[src/rtl/mul_wb_unit.sv]
// Multi-cycle unsigned shift-add multiplier with write-back of the product into the
// register file (low half to dest, optional high half to dest+1) under a core grant.
module mul_wb_unit #(
  parameter int DATA_WIDTH = 16,
  parameter int ADR_WIDTH  = 5
) (
  input  logic                  clk,
  input  logic                  rst_n_i,
  input  logic                  start_i,
  input  logic                  wide_i,
  input  logic [DATA_WIDTH-1:0] rs_val_i,
  input  logic [DATA_WIDTH-1:0] rd_val_i,
  input  logic [ADR_WIDTH-1:0]  dest_addr_i,
  input  logic                  wb_grant_i,
  output logic                  busy_o,
  output logic                  wb_req_o,
  output logic                  wen_o,
  output logic [ADR_WIDTH-1:0]  wa_o,
  output logic [DATA_WIDTH-1:0] write_data_o,
  output logic                  done_o
);

  localparam int CW = (DATA_WIDTH > 1) ? $clog2(DATA_WIDTH) : 1;

  localparam logic [1:0] S_IDLE  = 2'd0;
  localparam logic [1:0] S_CALC  = 2'd1;
  localparam logic [1:0] S_WB_LO = 2'd2;
  localparam logic [1:0] S_WB_HI = 2'd3;

  logic [1:0]              state_r;
  logic [1:0]              state_nxt_s;
  logic [DATA_WIDTH-1:0]   mcand_r;
  logic [DATA_WIDTH-1:0]   mplier_r;
  logic [2*DATA_WIDTH-1:0] prod_r;
  logic [2*DATA_WIDTH-1:0] prod_nxt_s;
  logic [DATA_WIDTH:0]     sum_s;
  logic [CW-1:0]           cnt_r;
  logic [ADR_WIDTH-1:0]    dest_r;
  logic                    wide_r;
  logic                    busy_r;
  logic                    wb_req_r;
  logic                    done_r;
  logic [ADR_WIDTH-1:0]    wa_r;
  logic [DATA_WIDTH-1:0]   wdata_r;
  logic                    last_s;
  logic                    grant_s;

  // One shift-add step: the extra sum bit is the carry shifted into the product MSB.
  always_comb begin
    sum_s = {1'b0, prod_r[2*DATA_WIDTH-1:DATA_WIDTH]};
    if (mplier_r[0]) begin
      sum_s = {1'b0, prod_r[2*DATA_WIDTH-1:DATA_WIDTH]} + {1'b0, mcand_r};
    end else begin
      sum_s = {1'b0, prod_r[2*DATA_WIDTH-1:DATA_WIDTH]};
    end
    prod_nxt_s = {sum_s, prod_r[DATA_WIDTH-1:1]};
    last_s     = (cnt_r == CW'(DATA_WIDTH - 1));
    grant_s    = wb_req_r & wb_grant_i;
  end

  // Next-state decode.
  always_comb begin
    state_nxt_s = state_r;
    case (state_r)
      S_IDLE: begin
        if (start_i) state_nxt_s = S_CALC;
        else         state_nxt_s = S_IDLE;
      end
      S_CALC: begin
        if (last_s) state_nxt_s = S_WB_LO;
        else        state_nxt_s = S_CALC;
      end
      S_WB_LO: begin
        if (grant_s) state_nxt_s = wide_r ? S_WB_HI : S_IDLE;
        else         state_nxt_s = S_WB_LO;
      end
      S_WB_HI: begin
        if (grant_s) state_nxt_s = S_IDLE;
        else         state_nxt_s = S_WB_HI;
      end
      default: state_nxt_s = S_IDLE;
    endcase
  end

  // State, datapath and write-port registers; write address/data are loaded on entry to each WB state.
  always_ff @(posedge clk or negedge rst_n_i) begin
    if (!rst_n_i) begin
      state_r  <= S_IDLE;
      mcand_r  <= {DATA_WIDTH{1'b0}};
      mplier_r <= {DATA_WIDTH{1'b0}};
      prod_r   <= {(2*DATA_WIDTH){1'b0}};
      cnt_r    <= {CW{1'b0}};
      dest_r   <= {ADR_WIDTH{1'b0}};
      wide_r   <= 1'b0;
      busy_r   <= 1'b0;
      wb_req_r <= 1'b0;
      done_r   <= 1'b0;
      wa_r     <= {ADR_WIDTH{1'b0}};
      wdata_r  <= {DATA_WIDTH{1'b0}};
    end else begin
      state_r  <= state_nxt_s;
      busy_r   <= (state_nxt_s != S_IDLE);
      wb_req_r <= (state_nxt_s == S_WB_LO) || (state_nxt_s == S_WB_HI);
      done_r   <= grant_s && (state_nxt_s == S_IDLE);
      case (state_r)
        S_IDLE: begin
          if (start_i) begin
            mcand_r  <= rs_val_i;
            mplier_r <= rd_val_i;
            dest_r   <= dest_addr_i;
            wide_r   <= wide_i;
            prod_r   <= {(2*DATA_WIDTH){1'b0}};
            cnt_r    <= {CW{1'b0}};
          end else begin
            cnt_r    <= cnt_r;
          end
        end
        S_CALC: begin
          prod_r   <= prod_nxt_s;
          mplier_r <= {1'b0, mplier_r[DATA_WIDTH-1:1]};
          cnt_r    <= cnt_r + {{(CW-1){1'b0}}, 1'b1};
          if (last_s) begin
            wa_r    <= dest_r;
            wdata_r <= prod_nxt_s[DATA_WIDTH-1:0];
          end else begin
            wa_r    <= wa_r;
          end
        end
        S_WB_LO: begin
          if (grant_s && wide_r) begin
            wa_r    <= dest_r + {{(ADR_WIDTH-1){1'b0}}, 1'b1};
            wdata_r <= prod_r[2*DATA_WIDTH-1:DATA_WIDTH];
          end else begin
            wdata_r <= prod_r[DATA_WIDTH-1:0];
          end
        end
        default: begin
          wa_r <= wa_r;
        end
      endcase
    end
  end

  assign busy_o       = busy_r;
  assign wb_req_o     = wb_req_r;
  assign wen_o        = wb_req_r & wb_grant_i;
  assign wa_o         = wa_r;
  assign write_data_o = wdata_r;
  assign done_o       = done_r;

endmodule

[config.mk]
export PLATFORM = sky130hd
export DESIGN_NAME = mul_wb_unit
export DESIGN_NICKNAME = d
export VERILOG_FILES = /design/src/rtl/mul_wb_unit.sv
export SDC_FILE = /design/constraint.sdc
export NUM_CORES = 1
export LEC_CHECK = 0
export BUFFER_PORTS_ARGS = -buffer_cell sky130_fd_sc_hd__buf_4
export CORE_MARGIN = 2
export CORE_UTILIZATION = 55
export CTS_CLUSTER_DIAMETER = 40
export CTS_CLUSTER_SIZE = 8
export DETAILED_ROUTE_END_ITERATION = 8
export PLACE_DENSITY = 0.77
export REMOVE_ABC_BUFFERS = 1
export SYNTH_ARGS = -nofsm -noshare
export SYNTH_HDL_FRONTEND = slang
export SYNTH_SLANG_ARGS = --single-unit
[constraint.sdc]
create_clock -name clk -period 4.1 [get_ports clk]
set_clock_uncertainty 0.2 [all_clocks]
set_input_delay 0.41 -clock clk [delete_from_list [all_inputs] [get_ports clk]]
set_output_delay 0.41 -clock clk [all_outputs]
set_load 0.03 [all_outputs]
# Word level (Yosys, flattened, before mapping)
# Index checks and enable logic that the tools add are counted.
word_totals:
  out_inout_bits: 25
  register_bits: 100
op_classes:
  muxes: 19
  addsub: 3
  n_eq_ne: 9
  bitwise: 1
  n_reduce_logical: 12
op_table:
  columns: ["cell", "count"]
  rows:
  - ["16-bit one-hot mux with 2 select lines", 2]
  - ["32-bit one-hot mux with 2 select lines", 1]
  - ["16-bit 2-to-1 mux", 3]
  - ["32-bit 2-to-1 mux", 1]
  - ["16-bit by 16-bit adder with 17-bit output", 1]
  - ["17-bit 2-to-1 mux", 1]
  - ["5-bit 2-to-1 mux", 2]
  - ["5-bit one-hot mux with 2 select lines", 1]
  - ["2-bit == test (second input constant)", 4]
  - ["2-bit 2-to-1 mux", 4]
  - ["2-bit one-hot mux with 4 select lines", 1]
  - ["4-bit one-hot mux with 2 select lines", 1]
  - ["2-bit != test (second input constant)", 3]
  - ["2-bit AND reduction", 3]
  - ["2-bit nonzero test", 3]
  - ["5-bit by 1-bit adder with 5-bit output (second input constant)", 1]
  - ["4-bit by 1-bit adder with 4-bit output (second input constant)", 1]
  - ["4-bit == test (second input constant)", 1]
  - ["2-bit logical NOT", 2]
  - ["4-bit 2-to-1 mux", 1]
  - ["3-bit AND reduction", 1]
  - ["2-bit by 1-bit == test with 1-bit output (second input constant)", 1]
  - ["1-bit logical AND", 2]
  - ["1-bit bitwise AND", 1]
  - ["2 further kinds", 2]

# Longest topological paths before layout
depth:
  ltp_word: 5
  mapped_depth: 8

# Worst setup path before layout
# Ideal clock, no wire load.
synth_path:
  path_kind: "register to register"
  start: "register prod_r[16]"
  end: "register prod_r[27]"
  path_buffers: 0
  period_less_slack_ns: 2.350
  stages_incl_launch_ff: 9
  arrival_ns: 2.023
  path_slack_ns: 1.750
  required_ns: 3.773
  cell_sequence: "dfrtp_1 > ha_1 > fa_1 > a21o_1 > a221oi_2 > o31ai_2 > o22ai_2 > xor2_1 > o21ai_1"
synth_via:
  elab_chain_cells: 3
synth_rtl:
  columns: ["item", "line", "rtl"]
  rows:
  - ["start: declaration", "34", "logic [2*DATA_WIDTH-1:0] prod_r;"]
  - ["start signal: assignment", "91", "prod_r <= {(2*DATA_WIDTH){1'b0}};"]
  - ["start signal: assignment", "112", "prod_r <= {(2*DATA_WIDTH){1'b0}};"]
  - ["start signal: assignment", "119", "prod_r <= prod_nxt_s;"]
  - ["16-bit by 16-bit adder with 17-bit output", "52", "sum_s = {1'b0, prod_r[2*DATA_WIDTH-1:DATA_WIDTH]} + {1'b0, mcand_r};"]
  - ["17-bit 2-to-1 mux", "51", "if (mplier_r[0]) begin"]
  - ["32-bit one-hot mux with 2 select lines", "105", "case (state_r)"]
# No other way between the ends.
# A chain may end at the register's enable or synchronous reset.

# Final worst setup path
layout_path:
  start: "register state_r[0]"
  end: "register prod_r[26]"
layout_via:
  elab_chain_cells: 3
  word_cells_on_any_way: 6
  cone_classes: "eq/ne (2); mux (1); reduce/logical (3)"
layout_rtl:
  columns: ["item", "line", "rtl"]
  rows:
  - ["start: declaration", "30", "logic [1:0] state_r;"]
  - ["start signal: assignment", "101", "state_r <= state_nxt_s;"]
  - ["2-bit by 1-bit == test with 1-bit output / 2-bit logical NOT (equally long branches)", "105", null]
  - ["2-bit nonzero test (no line) / 2-bit != test (equally long branches)", null, null]
  - ["2-bit AND reduction (no line)", null, null]
# Parallel ways exist; a longest one is shown, timed or not.

==> flow_summary_export.csv <==
group,metric,value,unit
run_status,status,"finished, final reports clean",
sta,rsz0062_at_grt,"no",
synth,yosys_warnings,0,
setup_path,reg2reg_from,"state_r[0]$_DFF_PN0_",
sta,worst_pin_slew,1228,ps
synth,synth_top_area_share,48.41,%
setup_path,rrSetupSlack,1380,ps
setup_path,reg2reg_depth,4,
grt,grt-ovfl-total,0,
setup_path,cp_slowest_cell,"o21bai_2",
die,ioPinCount,67,
sta,fin_crit_sh,66.38,%
placement,dpl.cell_count,635,
pwr,p_int,2.779,mW
sta,setup_violations,0,
die,core_area,0.009153,mm^2
routing,detail-route-antenna-nets,0,
cells_and_area,utilization,64.69,%
clocking,clockBufferDepth,2,
sta,relSlewSlack,18.11,%
synth,synth_top_area_cell,"dfrtp_1",
cells_and_area,nets,596,
placement,port_buffers,66,
routing,finalWirelength,10550,um
grt,track_usage,22.17,%
routing,drt-initial-drc-count,160,
setup_path,critPathCaptureType,"flip-flop",
setup_path,crit_type,"flip-flop to flip-flop",
grt,grt_antenna_before_repair,0,
setup_path,cp-start-kind,"flip-flop",
clocking,insertion_delay,360,ps
die,dieArea,0.01009,mm^2
clocking,clk_pin_slew,100,ps
die,dieWidth,100.5,um
pwr,power_switching,2.002,mW
synth,seq_area_frac_synth,48.41,%
pwr,pwr-share-clk,13.8,%
routing,via_per_inst,5.903,
synth,synth_cell_types,49,
clocking,cts.sinks,99,
setup_path,required,4170,ps
cells_and_area,area_growth,15.70,%
flow_run,drv_cap,0,
cells_and_area,final_cells,651,
cells_and_area,insertedDiodeCount,0,
synth,synthTopCellsByArea,"dfrtp_1 (48%), mux2_2 (8.4%), a22oi_1 (5.7%)",
sta,postLayoutSetupSlackWorst,1378,ps
placement,gp_congestion,0.9143,
sta,holdWs,13.93,ps
synth,synthFlopType,"dfrtp_1",
synth,syn_area_per_cell,10.73,um^2
placement,dp_slack,1465,ps
grt,grt_pass1_vias,3715,
synth,syn_inst,477,
placement,dpl.hpwl,7231,um
synth,ys_ff_latch,99,
sta,slew_viol_final,0,
routing,firstDrtPassIters,5,
die,die_y,100.5,um
setup_path,timing.rr.end,"prod_r[26]$_DFFE_PN0P_",
pwr,powerDensity,807.7,mW/mm^2
pwr,switching_share,41.87,%
pwr,vdd_drop_max,0.0003923,V
pwr,pwr-share-seq,36.9,%
pwr,leakage,2.656,nW
grt,grt_pass1_wl,18040,um
grt,grt_max_degree,86,
clocking,cts_buffers,9,
routing,drcViolationCount,0,
clocking,cts_tree,"yes",
routing,wl_per_cell,16.21,um
clocking,hold_buffers,0,
pwr,power_frac_comb,49.3,%
die,rows,35,
synth,netlist_area,0.005117,mm^2
setup_path,cp_max_fo,30,
sta,hold_violations,0,
sta,fin_crit,2722,ps
clocking,post_cts_buffers,0,
synth,async_flop_share,100.0,%
cells_and_area,drive_gt1_share,27.04,%
routing,via_count,3843,
clocking,clock-root-buffer,"clkbuf_8",
sta,fmax,367.4,MHz
setup_path,crit_arrival,2790,ps
setup_path,cpPeakStageDelay,970,ps
clocking,cts.htree.levels,3,
synth,synth_edf_count,0,
sta,tns,0,ps
setup_path,cp_cell_sequence,"buf_4 > o21bai_2 > a22oi_1 > o21ai_0",
die,initial_utilization,55.91,%
worst_hold_path,hp-class,"input pin to asynchronous set/reset pin",
clocking,ctsResizeCount,0,
[worst max-delay path, delay by kind of cell, from the launching register on]
kind	cells	cell delay (ps)
DFF	1	700
buffers and inverters	1	350
AOI/OAI and AO/OA	3	1370
[final cells by class]
| class | instances | area (um^2) |
|---|---|---|
| tap | 111 | 138.9 |
| fill | 734 | 3232 |
| sequential | 99 | 2477 |
| inverter | 4 | 15.01 |
| timing repair buffer | 75 | 563.0 |
| clock buffer | 9 | 123.9 |
| multi-input combinational | 346 | 2517 |
| clock inverter | 7 | 85.08 |
[flip-flops by register name, summed over array words and instances, names as in the netlist, 2 cells and up]
register / count
prod_r: 32
mcand_r: 16
mplier_r: 16
write_data_o: 16
dest_r: 5
wa_o: 5
cnt_r: 4
state_r: 2
[cells in the final DEF (no fill, tap or decap), types with 3 or more instances in the layout]
cell type	netlist	routed
o22ai_1	6	6
a21oi_1	46	46
nand4_1	6	6
xor2_1	8	8
xnor2_1	10	10
clkbuf_8	0	9
mux2i_1	9	9
a21o_1	6	6
o21ai_1	4	4
mux2_2	38	38
a22o_1	17	17
o21ai_0	30	30
nor2b_1	20	18
nand2b_1	4	4
a22oi_1	39	39
ha_1	18	18
nor2_1	30	30
nand2_1	25	25
dfrtp_1	99	99
inv_1	3	3
buf_4	1	75
[cell usage after synthesis, types with 2 or more instances]
library cell	n
o21bai_1	2
a21oi_1	46
buf_2	9
xnor2_1	10
o21a_1	2
xor2_1	8
a22oi_1	39
o21ai_0	30
o31ai_1	2
ha_1	18
clkbuf_1	16
nand2_1	25
nand4_1	6
mux2i_1	9
buf_1	2
inv_1	3
a21o_1	6
mux2_2	38
a22o_1	17
or2_2	2
o21ai_1	4
nand3_1	2
o22ai_1	6
nor2b_1	20
dfrtp_1	99
nor2_1	30
nand2b_1	4
[metrics by stage]
stage	area, um^2	total power, mW
detailed placement	5712	4.140
global placement	5712	4.030
CTS	5921	4.807
floorplan	4997	3.456
finish	5921	4.782
global route	5921	5.146
[power groups by stage]
| stage | sequential (mW) | clock [mW] | combinational [mW] |
|---|---|---|---|
| final | 1.76 | 0.659 | 2.36 |
| after global routing | 1.83 | 0.714 | 2.60 |
| after floorplan | 1.90 | 0 | 1.55 |
| after global placement | 1.76 | 0 | 2.27 |
| after CTS | 1.76 | 0.677 | 2.37 |
| after detailed placement | 1.78 | 0 | 2.36 |
[per-layer routing]
metal	share of wire (%)	global-route usage (%)	vias to the layer above
met2	48	35.78	97
met5	0	0	-
met3	4.3	2.913	8
li1	-	-	1871
met4	0.70	6.533	0
met1	46	31.62	1867
[cell families after synthesis]
| kind of cell | count (synthesis) | share of synthesized area (%) |
|---|---|---|
| AO/OA/AOI/OAI | 169 | 22.13 |
| flip-flops | 99 | 48.41 |
| AND/OR/NAND/NOR | 92 | 8.607 |
| multiplexers | 48 | 10.34 |
| buffers and inverters | 32 | 2.641 |
| adder cells (fa/ha/maj) | 19 | 4.792 |
| XOR/XNOR | 18 | 3.081 |
[how the worst max path moves through the flow]
stage / start / endpoint / slack [ps] / cells past startpoint
after global routing: state_r[0]$_DFF_PN0_ / write_data_o[9]$_DFFE_PN0P_ / 1150 / 5
after global placement: state_r[0]$_DFF_PN0_ / prod_r[31]$_DFFE_PN0P_ / 1570 / 4
after floorplan: state_r[1]$_DFF_PN0_ / dest_r[0]$_DFFE_PN0P_ / 660 / 3
final: state_r[0]$_DFF_PN0_ / prod_r[26]$_DFFE_PN0P_ / 1380 / 4
after CTS: state_r[0]$_DFF_PN0_ / prod_r[26]$_DFFE_PN0P_ / 1400 / 4
after detailed placement: state_r[0]$_DFF_PN0_ / write_data_o[1]$_DFFE_PN0P_ / 1470 / 4
(Power assumes the default switching activity.)
